[src/rtl/inta_sequencer.sv]
// inta_sequencer: CPU-side interrupt acknowledge controller for an 8086-mode PIC.
// Synchronises the PIC's INT request, produces the two-pulse INTA sequence,
// captures the vector byte from data_bus during the second pulse, and hands
// it to the core over a valid/ack handshake.
//
// Ports:
//   clk          in   system clock, rising edge
//   reset        in   synchronous active-high reset
//   INT          in   interrupt request from PIC (asynchronous, active-high)
//   int_enable   in   CPU interrupt enable, honoured only while idle
//   data_bus     in   system data bus, sampled on the last low cycle of pulse 2
//   INTA         out  interrupt acknowledge, active-low, idle high
//   vector       out  captured interrupt vector
//   vector_valid out  vector holds an unconsumed value
//   vector_ack   in   core consumes the vector (honoured only while valid)
//   busy         out  sequencer is not idle
//   spurious     out  one-cycle pulse when INT drops before pulse 1 starts
module inta_sequencer #(
  parameter int unsigned PULSE_WIDTH = 4,
  parameter int unsigned GAP_WIDTH   = 2,
  parameter int unsigned HOLDOFF     = 4
) (
  input  logic       clk,
  input  logic       reset,
  input  logic       INT,
  input  logic       int_enable,
  input  logic [7:0] data_bus,
  output logic       INTA,
  output logic [7:0] vector,
  output logic       vector_valid,
  input  logic       vector_ack,
  output logic       busy,
  output logic       spurious
);

  localparam int unsigned CNT_W = 8;
  localparam int unsigned VEC_W = 8;

  // Parameter legality: zero or values beyond the 8-bit counter are rejected.
  if ((PULSE_WIDTH == 0) || (PULSE_WIDTH > 255)) begin : g_bad_pulse_width
    $error("inta_sequencer: PULSE_WIDTH must be in 1..255");
  end
  if ((GAP_WIDTH == 0) || (GAP_WIDTH > 255)) begin : g_bad_gap_width
    $error("inta_sequencer: GAP_WIDTH must be in 1..255");
  end
  if ((HOLDOFF == 0) || (HOLDOFF > 255)) begin : g_bad_holdoff
    $error("inta_sequencer: HOLDOFF must be in 1..255");
  end

  // Counter reload values: a timed state lasts (load + 1) cycles.
  localparam logic [CNT_W-1:0] PULSE_LD = CNT_W'(PULSE_WIDTH - 1);
  localparam logic [CNT_W-1:0] GAP_LD   = CNT_W'(GAP_WIDTH - 1);
  localparam logic [CNT_W-1:0] HOLD_LD  = CNT_W'(HOLDOFF - 1);

  typedef enum logic [2:0] {
    S_IDLE    = 3'd0,
    S_ARM     = 3'd1,
    S_ACK1    = 3'd2,
    S_GAP     = 3'd3,
    S_ACK2    = 3'd4,
    S_VALID   = 3'd5,
    S_HOLDOFF = 3'd6
  } state_e;

  state_e             state_q, state_d;
  logic [CNT_W-1:0]   cnt_q, cnt_d;
  logic [VEC_W-1:0]   vector_q, vector_d;
  logic               valid_q, valid_d;
  logic               inta_q, inta_d;
  logic               busy_q, busy_d;
  logic               spurious_q, spurious_d;
  logic               int_meta_q, int_s_q;

  // State, counter, synchroniser and registered outputs.
  always_ff @(posedge clk) begin
    if (reset) begin
      state_q    <= S_IDLE;
      cnt_q      <= '0;
      vector_q   <= '0;
      valid_q    <= 1'b0;
      inta_q     <= 1'b1;
      busy_q     <= 1'b0;
      spurious_q <= 1'b0;
      int_meta_q <= 1'b0;
      int_s_q    <= 1'b0;
    end else begin
      state_q    <= state_d;
      cnt_q      <= cnt_d;
      vector_q   <= vector_d;
      valid_q    <= valid_d;
      inta_q     <= inta_d;
      busy_q     <= busy_d;
      spurious_q <= spurious_d;
      int_meta_q <= INT;
      int_s_q    <= int_meta_q;
    end
  end

  // Next-state, counter and output decode.
  always_comb begin
    state_d    = state_q;
    cnt_d      = cnt_q;
    vector_d   = vector_q;
    valid_d    = valid_q;
    spurious_d = 1'b0;

    unique case (state_q)
      S_IDLE: begin
        if (int_s_q && int_enable) begin
          state_d = S_ARM;
        end
      end
      // Second look at the request; a withdrawn INT is reported, not acked.
      S_ARM: begin
        if (int_s_q) begin
          state_d = S_ACK1;
          cnt_d   = PULSE_LD;
        end else begin
          state_d    = S_IDLE;
          spurious_d = 1'b1;
        end
      end
      S_ACK1: begin
        if (cnt_q == '0) begin
          state_d = S_GAP;
          cnt_d   = GAP_LD;
        end else begin
          cnt_d = cnt_q - CNT_W'(1);
        end
      end
      S_GAP: begin
        if (cnt_q == '0) begin
          state_d = S_ACK2;
          cnt_d   = PULSE_LD;
        end else begin
          cnt_d = cnt_q - CNT_W'(1);
        end
      end
      // The PIC's vector is taken on the final low cycle of pulse 2.
      S_ACK2: begin
        if (cnt_q == '0) begin
          state_d  = S_VALID;
          vector_d = data_bus;
          valid_d  = 1'b1;
        end else begin
          cnt_d = cnt_q - CNT_W'(1);
        end
      end
      S_VALID: begin
        if (vector_ack) begin
          state_d = S_HOLDOFF;
          valid_d = 1'b0;
          cnt_d   = HOLD_LD;
        end
      end
      // INT is deliberately not looked at while the PIC settles.
      S_HOLDOFF: begin
        if (cnt_q == '0) begin
          state_d = S_IDLE;
        end else begin
          cnt_d = cnt_q - CNT_W'(1);
        end
      end
      default: begin
        state_d = S_IDLE;
      end
    endcase

    // Outputs follow the state being entered so they are flop-driven.
    inta_d = !((state_d == S_ACK1) || (state_d == S_ACK2));
    busy_d = (state_d != S_IDLE);
  end

  assign INTA         = inta_q;
  assign vector       = vector_q;
  assign vector_valid = valid_q;
  assign busy         = busy_q;
  assign spurious     = spurious_q;

endmodule

[config.mk]
export PLATFORM = sky130hd
export DESIGN_NAME = inta_sequencer
export DESIGN_NICKNAME = d
export VERILOG_FILES = /design/src/rtl/inta_sequencer.sv
export SDC_FILE = /design/constraint.sdc
export NUM_CORES = 1
export LEC_CHECK = 0
export CAP_MARGIN = 20
export CORE_ASPECT_RATIO = 1.2
export CORE_MARGIN = 2
export CORE_UTILIZATION = 45
export DETAILED_ROUTE_END_ITERATION = 6
export PLACE_DENSITY = 0.72
export SLEW_MARGIN = 0
export SYNTH_ARGS = -nofsm -noshare
export SYNTH_HDL_FRONTEND = slang
export SYNTH_SLANG_ARGS = --single-unit
[constraint.sdc]
create_clock -name clk -period 2 [get_ports clk]
set_clock_uncertainty 0.2 [all_clocks]
set_input_delay 0.6 -clock clk [delete_from_list [all_inputs] [get_ports clk]]
set_output_delay 0.6 -clock clk [all_outputs]
set_load 0.02 [all_outputs]
==> results of run 1 <==
[power groups by stage]
stage | Sequential [mW] | Clock [mW] | Combinational (mW)
finish | 0.505 | 0.234 | 0.0689
global route | 0.506 | 0.259 | 0.0736
CTS | 0.505 | 0.235 | 0.0677
detailed placement | 0.516 | 0 | 0.0656
global placement | 0.516 | 0 | 0.0644
floorplan | 0.516 | 0 | 0.0255
[kinds of logic (layout without fill, tap and decap cells)]
group | Yosys count | after routing | share of synthesized area
adder cells (fa/ha/maj) | 2 | 2 | 0.0199
AO/OA/AOI/OAI | 49 | 49 | 0.258
XOR/XNOR | 1 | 1 | 0.00695
AND/OR/NAND/NOR | 46 | 46 | 0.215
multiplexers | 8 | 8 | 0.0636
buffers and inverters | 13 | 58 | 0.0387
flip-flops | 25 | 25 | 0.397
[how the worst max path moves through the flow]
stage                               start                     end  cells past startpoint
floorplan           cnt_q[0]$_SDFFE_PP0P_  vector[0]$_SDFFE_PP0P_                      6
detailed placement             vector_ack   cnt_q[0]$_SDFFE_PP0P_                      6
global route        cnt_q[1]$_SDFFE_PP0P_  vector[5]$_SDFFE_PP0P_                      7
global placement               vector_ack   cnt_q[1]$_SDFFE_PP0P_                      5
finish              cnt_q[1]$_SDFFE_PP0P_  vector[5]$_SDFFE_PP0P_                      7
CTS                 cnt_q[1]$_SDFFE_PP0P_  vector[5]$_SDFFE_PP0P_                      7
[layout make-up]
cell class                      instances  area (sq um)
Inverter                                5          18.8
Fill cell                             241           983
Clock buffer                            3          22.5
Tap cell                               34          42.5
Multi-Input combinational cell        106           732
Clock inverter                          1          5.00
Sequential cell                        25           503
Timing Repair Buffer                   49           425
[flip-flops by register name, summed over array words and instances, names as in the netlist]
signal and cells:
cnt_q 8, INTA 1, vector_valid 1, busy 1
int_meta_q 1, vector 8, int_s_q 1, spurious 1
state_q 3
[stage by stage]
| stage | hold WS, ns | util | cell area [sq um] |
|---|---|---|---|
| 2_1_floorplan | 0.214 | - | 1270 |
| 3_3_place_gp | 0.225 | 0.619 | 1690 |
| 3_5_place_dp | 0.226 | 0.619 | 1690 |
| 4_1_cts | 0.263 | 0.637 | 1740 |
| 5_1_grt | 0.294 | 0.640 | 1750 |
| 6_report | 0.260 | 0.640 | 1750 |
[cells in the mapped netlist (2+ instances only)]
cell / count / area [sq um]
nand3_1: 8 / 40.0
a211o_1: 2 / 17.5
nor2b_1: 4 / 25.0
mux2i_1: 8 / 80.1
o21ai_0: 8 / 40.0
a311oi_1: 3 / 26.3
nor2_1: 13 / 48.8
inv_1: 5 / 18.8
nand3b_1: 2 / 15.0
a31oi_1: 3 / 18.8
dfxtp_1: 25 / 500
a31o_2: 2 / 17.5
ha_1: 2 / 25.0
o211ai_1: 4 / 30.0
a21oi_1: 14 / 70.1
a21o_1: 2 / 15.0
clkbuf_1: 8 / 30.0
nand2b_1: 5 / 31.3
nand2_1: 6 / 22.5
[what timing repair did]
action	CTS	global route
gates resized for setup	12	5
buffers inserted	5	0
hold buffers	0	0
pin swaps	0	2
endpoints found under the setup margin	20	14
[routing by layer]
metal  part of all wire  global-route usage  routed length [um]
met3              0.042              0.0311                 139
met1               0.42               0.260                1380
met2               0.53               0.427                1750
met4              0.013              0.0952                  44
met5                  0                   0                   0
[critical path, stage by stage (launching register included)]
cell and delay (ns):
dfxtp_2 0.35, inv_2 0.07, ha_4 0.15, or4b_4 0.50
nor4_4 0.21, buf_12 0.17, mux2i_1 0.19, nor2_1 0.06
[cell usage in the layout, fill, tap and decap left out, types with 4 or more instances in the layout]
cell type        count
o211ai_1             4
mux2i_1              8
nand2b_1             5
nor2_1              13
dfxtp_1             23
clkdlybuf4s50_1     12
a21oi_1             13
buf_4               24
nand2_1              6
o21ai_0              6
nand3_1              8
nor2b_1              4
dlygate4sd2_1       12
==> results.py, run 1 <==
metrics = {
    "floorplan": {
        "core-area_sq_um": 2730,
        "row_count": 21,
        "fp.dieH_um": 62.0,
        "initial_core_util": 0.461,
        "dieArea_sq_um": 3240,
        "dieWidth_um": 52.3,
        "num_io_pins": 25,
    },
    "timing": {
        "fin_crit_sh": 1.01,
        "worst_slack_ns": -0.0158,
        "hold_viol": 0,
        "max_slew_margin": 0.703,
        "setup_viol": 1,
        "tns_ns": -0.0158,
        "rsz0062_at_grt": "yes",
        "finalMaxSlewViolations": 0,
        "timing.fmax_mhz": 496,
        "fin_crit_ns": 2.02,
        "worst_slew_pin_slew_ns": 0.443,
    },
    "layout": {
        "finalNonFillerCells": 223,
        "syn_to_final_growth_pct": 38.8,
        "num_antenna_cells": 0,
        "drive_gt1_frac": 0.222,
        "nets": 205,
    },
    "global_routing": {
        "grt_pass1_vias": 1304,
        "grt.total_usage": 0.228,
        "grt_max_degree": 15,
        "grt_pass1_wl_um": 5590,
        "grt-ovfl-total": 0,
        "antenna_found_initial": 0,
    },
    "setup_path": {
        "critPathCaptureType": "register",
        "path_max_fanout": 8,
        "rrSetupSlack_ns": -0.02,
        "startpoint_type": "register",
        "r2r_cells": 7,
        "r2r_end": "vector[5]$_SDFFE_PP0P_",
        "arrival_ns": 2.04,
        "rr_startpoint": "cnt_q[1]$_SDFFE_PP0P_",
        "path_class": "register to register",
        "cp.required_ns": 2.02,
    },
    "hold_path": {
        "hold_path_class": "register to register",
        "min_to": "int_s_q$_SDFF_PP0_",
        "hold_depth": 1,
        "min-delay-start": "int_meta_q$_SDFF_PP0_",
    },
    "synth": {
        "ys.warnings.count": 0,
        "synth-async-reset-ratio": 0,
        "synth-seq-area-share": 0.397,
        "ys_seq_elements": 25,
        "syn-num-nets": 159,
        "synth_cell_type_count": 39,
        "avgSynthCellArea_sq_um": 8.75,
        "synthesis.area_sq_um": 1260,
        "synth-edff-count": 0,
        "ys.flop_type": "dfxtp_1",
        "syn-instance-count": 144,
    },
    "power_and_ir_drop": {
        "p_int_mw": 0.618,
        "combinationalPowerShare": 0.085,
        "p_sw_frac": 0.235,
        "p_leak_nw": 0.685,
        "seqPwrFrac": 0.625,
        "power.density_nw_per_um2": 462,
        "p_clk_frac": 0.290,
        "irDropWorstVdd_mv": 0.451,
        "netSwitchingPower_mw": 0.190,
        "power.total_mw": 0.808,
    },
    "flow_run": {
        "max_cap_violations": 0,
    },
    "clocking": {
        "cts_tree": "yes",
        "clk_path_buf_depth": 2,
        "h-tree-depth": 1,
        "cts-root-buf": "clkbuf_4",
        "cts_made_buffers": 3,
        "clk_latency_ns": 0.34,
        "cts_sinks": 25,
        "clk_pin_slew_ns": 0.15,
    },
    "outcome": {
        "status": "finished, violations left",
        "violations": "negative setup slack",
    },
    "detailed_routing": {
        "wl_per_cell_um": 14.9,
        "route.antenna.remaining_nets": 0,
        "drc_errors": 0,
        "drtIter0Drc": 50,
        "num_vias": 1298,
        "firstDrtPassIters": 4,
        "vias_per_cell": 5.82,
        "drt-total-wl_um": 3320,
    },
    "place": {
        "place.gp.congestion": 0.827,
        "hpwl_um": 2440,
        "place_ws_ns": -0.0556,
        "placed_cells": 214,
        "io_buffer_count": 24,
    },
}
(Power assumes the default switching activity.)
==> run 2, diff against run 1 <==
--- a/config.mk
+++ b/config.mk
@@ -8,9 +8,10 @@
 export CAP_MARGIN = 20
 export CORE_ASPECT_RATIO = 1.2
 export CORE_MARGIN = 2
-export CORE_UTILIZATION = 45
+export CORE_UTILIZATION = 55
 export DETAILED_ROUTE_END_ITERATION = 6
-export PLACE_DENSITY = 0.72
+export DONT_BUFFER_PORTS = 1
+export PLACE_DENSITY = 0.71
 export SLEW_MARGIN = 0
 export SYNTH_ARGS = -nofsm -noshare
 export SYNTH_HDL_FRONTEND = slang
==> run 2 against run 1 <==
The run still ends with negative setup slack left. Non-clock buffer count down 33. Worst hold slack lost 0.14 ns. Sequential share of layout area increased by 6.0 points. Clock-buffer cell count increased by 1. Setup slack improved by 0.0076 ns. Flip-flop and latch count unchanged. Register-to-register slack barely moved. Power shrank 5.1%. First-iteration DRC count shrank 26%. Largest power group unchanged.
==> results.py, run 2 (synthesis results as in run 1) <==
metrics = {
    "floorplan": {
        "fp.dieH_um": 56.4,
        "num_io_pins": 25,
        "dieWidth_um": 47.7,
        "core-area_sq_um": 2230,
        "dieArea_sq_um": 2690,
        "initial_core_util": 0.564,
        "row_count": 19,
    },
    "place": {
        "io_buffer_count": 0,
        "placed_cells": 180,
        "hpwl_um": 2020,
        "place_ws_ns": 0.0113,
        "place.gp.congestion": 0.879,
    },
    "detailed_routing": {
        "vias_per_cell": 6.13,
        "num_vias": 1146,
        "wl_per_cell_um": 15.3,
        "drt-total-wl_um": 2860,
        "drtIter0Drc": 37,
        "drc_errors": 0,
        "firstDrtPassIters": 4,
        "route.antenna.remaining_nets": 0,
    },
    "layout": {
        "nets": 172,
        "final_common_cell": "dfxtp_1",
        "finalNonFillerCells": 187,
        "final_cell_mix": "dfxtp_1, buf_4, nor2_1, a21oi_1",
        "num_antenna_cells": 0,
        "drive_gt1_frac": 0.199,
        "syn_to_final_growth_pct": 14.8,
    },
    "setup_path": {
        "arrival_ns": 2.05,
        "startpoint_type": "register",
        "rr_startpoint": "cnt_q[0]$_SDFFE_PP0P_",
        "r2r_end": "vector[4]$_SDFFE_PP0P_",
        "cp.required_ns": 2.04,
        "rrSetupSlack_ns": -0.008,
        "critPathCaptureType": "register",
        "r2r_cells": 7,
        "path_class": "register to register",
        "path_max_fanout": 8,
        "cp-endpoint": "vector[4]$_SDFFE_PP0P_",
        "crit_start": "cnt_q[0]$_SDFFE_PP0P_",
    },
    "timing": {
        "finalMaxSlewViolations": 0,
        "fin_crit_ns": 2.01,
        "hold_viol": 0,
        "timing.fmax_mhz": 498,
        "fin_crit_sh": 1.00,
        "worst_slew_pin_slew_ns": 0.416,
        "setup_viol": 1,
        "max_slew_margin": 0.715,
        "rsz0062_at_grt": "yes",
        "worst_slack_ns": -0.00825,
    },
    "hold_path": {
        "hold_path_class": "input pin to register",
    },
    "clocking": {
        "cts_sinks": 25,
        "cts-root-buf": "clkbuf_4",
        "clk_latency_ns": 0.34,
        "cts_tree": "yes",
        "clk_pin_slew_ns": 0.13,
        "clk_path_buf_depth": 2,
        "cts_made_buffers": 3,
        "h-tree-depth": 1,
    },
    "power_and_ir_drop": {
        "p_leak_nw": 0.497,
        "power.total_mw": 0.767,
        "irDropWorstVdd_mv": 0.530,
        "power.density_nw_per_um2": 530,
    },
    "outcome": {
        "violations": "negative setup slack",
        "status": "finished, violations left",
    },
    "global_routing": {
        "antenna_found_initial": 0,
        "grt_pass1_vias": 1121,
        "met2_usage": 0.362,
        "grt.total_usage": 0.237,
        "grt_pass1_wl_um": 4690,
        "busiest_layer": "met2",
        "grt.met3_usage": 0.0418,
        "grt-ovfl-total": 0,
        "grt_util_met1": 0.295,
        "grt_max_degree": 27,
    },
    "flow_run": {
        "max_cap_violations": 0,
    },
}
-- run 2: cell types whose count changed in the layout (fill, tap and decap cells not counted), sizes merged --
cell           delta
clkinv            -1
clkdlybuf4s50    -12
dlygate4sd2      -12
clkbuf            +1
buf               -9
-- run 2: per-stage QoR --
stage / cell area [sq um] / hold WS, ns / util / TNS, ns
after floorplan: 1270 / 0.214 / - / -0.442
after global placement: 1390 / 0.229 / 0.624 / 0
after detailed placement: 1390 / 0.249 / 0.624 / 0
after CTS: 1420 / 0.107 / 0.635 / -0.00618
after global routing: 1450 / 0.0975 / 0.647 / -0.683
final: 1450 / 0.115 / 0.647 / -0.00825
-- run 2: critical path, stage by stage (launching register included) --
cell and delay [ns]:
dfxtp_2 0.36, inv_2 0.09, ha_4 0.15, or4b_4 0.50
nor4_4 0.21, buf_12 0.17, mux2i_1 0.19, nor2_1 0.05
-- run 2: area by class of cell --
type | count | area, sq um
fillers | 208 | 788
multi-input cells | 106 | 727
flip-flops and latches | 25 | 503
repair buffers | 16 | 133
well taps | 31 | 38.8
clock buffers | 4 | 26.3
inverters | 5 | 18.8
-- run 2: report_power, final --
group	switching (mW)	internal, mW
registers	0.00456	0.502
logic	0.0125	0.0134
clock network	0.156	0.0786
total	0.173	0.594
-- run 2: timing repair --
item	4_1_cts	5_1_grt
setup endpoints to repair	1	10
setup buffers	0	3
hold buffers	0	0
resized for setup	0	1
-- run 2: worst min-delay path by stage --
stage	cells after the start	slack [ns]	end	start
after global routing	1	0.1	vector[0]$_SDFFE_PP0P_	reset
after global placement	1	0.23	int_s_q$_SDFF_PP0_	int_meta_q$_SDFF_PP0_
after CTS	1	0.11	cnt_q[0]$_SDFFE_PP0P_	reset
after detailed placement	1	0.25	int_s_q$_SDFF_PP0_	int_meta_q$_SDFF_PP0_
after floorplan	1	0.21	int_s_q$_SDFF_PP0_	int_meta_q$_SDFF_PP0_
final	1	0.12	state_q[1]$_SDFF_PP0_	reset
-- run 2: layer usage --
layer  vias up  part of all wire
li1        556                 -
met1       543              0.42
met2        38              0.50
met3         9             0.050
met4         0             0.030
met5         -                 0
==> run 3, diff against run 2 <==
--- a/config.mk
+++ b/config.mk
@@ -9,8 +9,10 @@
 export CORE_ASPECT_RATIO = 1.2
 export CORE_MARGIN = 2
 export CORE_UTILIZATION = 55
+export CTS_BUF_LIST = sky130_fd_sc_hd__clkbuf_16
 export DETAILED_ROUTE_END_ITERATION = 6
 export DONT_BUFFER_PORTS = 1
+export GPL_ROUTABILITY_DRIVEN = 0
 export PLACE_DENSITY = 0.71
 export SLEW_MARGIN = 0
 export SYNTH_ARGS = -nofsm -noshare
==> run 3 against run 2 <==
The flow now finishes without violations. Setup slack better by 0.011 ns. Wire length up 4.1%. Worst hold slack improved by 0.088 ns. Register-to-register slack barely moved. Power rose by 27%. Sequential share of layout area is 1.3 points lower. Non-clock buffer count is 1 higher. Design area up 3.9%. First-iteration DRC count increased by 41%. Largest cell class unchanged. Highest routed layer unchanged.
==> results.py, run 3 (synthesis results as in run 1) <==
metrics = {
    "floorplan": {
        "fp.dieH_um": 56.4,
        "dieWidth_um": 47.7,
        "initial_core_util": 0.564,
        "core-area_sq_um": 2230,
        "row_count": 19,
        "num_io_pins": 25,
        "dieArea_sq_um": 2690,
    },
    "timing": {
        "rsz0062_at_grt": "yes",
        "hold_viol": 0,
        "setup_viol": 0,
        "timing.hold.ws_ns": 0.204,
        "worst_slack_ns": 0.00230,
        "fin_crit_ns": 2.00,
        "worst_slew_pin_slew_ns": 0.418,
        "max_slew_margin": 0.720,
        "finalMaxSlewViolations": 0,
        "fin_crit_sh": 0.999,
        "tns_ns": 0,
        "timing.fmax_mhz": 501,
    },
    "detailed_routing": {
        "num_vias": 1189,
        "drt-total-wl_um": 2980,
        "drtIter0Drc": 52,
        "vias_per_cell": 6.32,
        "route.antenna.remaining_nets": 0,
        "firstDrtPassIters": 4,
        "drc_errors": 0,
        "wl_per_cell_um": 15.8,
    },
    "flow_run": {
        "max_cap_violations": 0,
    },
    "clocking": {
        "cts_tree": "yes",
        "cts-root-buf": "clkbuf_16",
        "cts_made_buffers": 3,
        "cts_sinks": 25,
        "clk_latency_ns": 0.26,
        "clk_pin_slew_ns": 0.07,
        "h-tree-depth": 1,
        "cts.repair.resized": 0,
        "cts_hold_buf": 0,
        "clk_path_buf_depth": 2,
    },
    "layout": {
        "fin_util": 0.672,
        "syn_to_final_growth_pct": 19.3,
        "final_common_cell": "dfxtp_1",
        "nets": 173,
        "design_area_sq_um": 1500,
        "n_fill_cell": 192,
        "num_antenna_cells": 0,
        "regArea_sq_um": 503,
        "drive_gt1_frac": 0.197,
        "multi_input_area_sq_um": 723,
        "finalNonFillerCells": 188,
        "final_cell_mix": "dfxtp_1, buf_4, a21oi_1, nor2_1",
    },
    "place": {
        "post_dp_cell_area_sq_um": 1390,
        "io_buffer_count": 0,
        "place_ws_ns": 0.0113,
        "hpwl_um": 2020,
        "placed_cells": 180,
    },
    "power_and_ir_drop": {
        "power.density_nw_per_um2": 650,
        "power.total_mw": 0.976,
        "irDropWorstVdd_mv": 0.604,
        "p_leak_nw": 0.529,
    },
    "setup_path": {
        "crit_path_max_incr_delay_ns": 0.50,
        "path_class": "register to register",
        "path_max_fanout": 8,
        "arrival_ns": 1.95,
        "startpoint_type": "register",
        "cp.required_ns": 1.95,
        "critPathCaptureType": "register",
        "cpMaxStageDelayCell": "or4b_4",
        "cp_cell_sequence": "inv_2 -> ha_4 -> or4b_4 -> nor4_4 -> buf_12 -> mux2i_1 -> nor2_1",
    },
    "global_routing": {
        "grt_max_degree": 27,
        "antenna_found_initial": 0,
        "grt.total_usage": 0.243,
        "grt_pass1_wl_um": 4820,
        "grt-ovfl-total": 0,
        "grt_pass1_vias": 1128,
    },
    "outcome": {
        "status": "complete, no violations",
    },
    "hold_path": {
        "hold_path_class": "input pin to register",
    },
}
-- run 3: cell count changes in the layout (fill, tap and decap cells not counted), sizes merged --
cell	delta
buf	+1
inv	+1
clkbuf	-1
-- run 3: worst max-delay path, delay by kind of cell, from the launching register on --
family / cells / cell delay (ns)
and+or+nand+nor: 3 / 0.76
adders and majority gates: 1 / 0.15
DFF: 1 / 0.33
buffers and inverters: 2 / 0.26
muxes: 1 / 0.19
-- run 3: path summary, 6_finish.rpt --
check / startpoint / end / depth (start not counted) / slack, ns
worst max-delay path: cnt_q[1]$_SDFFE_PP0P_ / vector[4]$_SDFFE_PP0P_ / 7 / 0.002
worst min-delay path: reset / state_q[1]$_SDFF_PP0_ / 1 / 0.20
worst max register to register: cnt_q[1]$_SDFFE_PP0P_ / vector[4]$_SDFFE_PP0P_ / 7 / 0.002
worst min register to register: int_meta_q$_SDFF_PP0_ / int_s_q$_SDFF_PP0_ / 1 / 0.26
-- run 3: cell type report --
cell class | instances | area share
multi-input cells | 106 | 0.481
flip-flops and latches | 25 | 0.335
repair buffers | 17 | 0.0933
clock buffers | 3 | 0.0500
well taps | 31 | 0.0258
inverters | 5 | 0.0125
clock inverters | 1 | 0.00250
-- run 3: per-layer routing --
metal / share of wire / vias up / global-route usage / wire (um)
li1: - / 563 / - / -
met1: 0.41 / 554 / 0.307 / 1210
met2: 0.50 / 61 / 0.385 / 1500
met3: 0.060 / 11 / 0.0386 / 179
met4: 0.028 / 0 / 0.116 / 82
met5: 0 / - / 0 / 0
-- run 3: what timing repair did --
action / 4_1_cts / 5_1_grt
hold endpoints to repair: 0 / 0
setup endpoints to repair: 0 / 11
buffers inserted: 0 / 4
-- run 3: power breakdown --
group	internal, mW	switching [mW]
logic	0.0135	0.0126
clock network	0.268	0.176
registers	0.502	0.00465
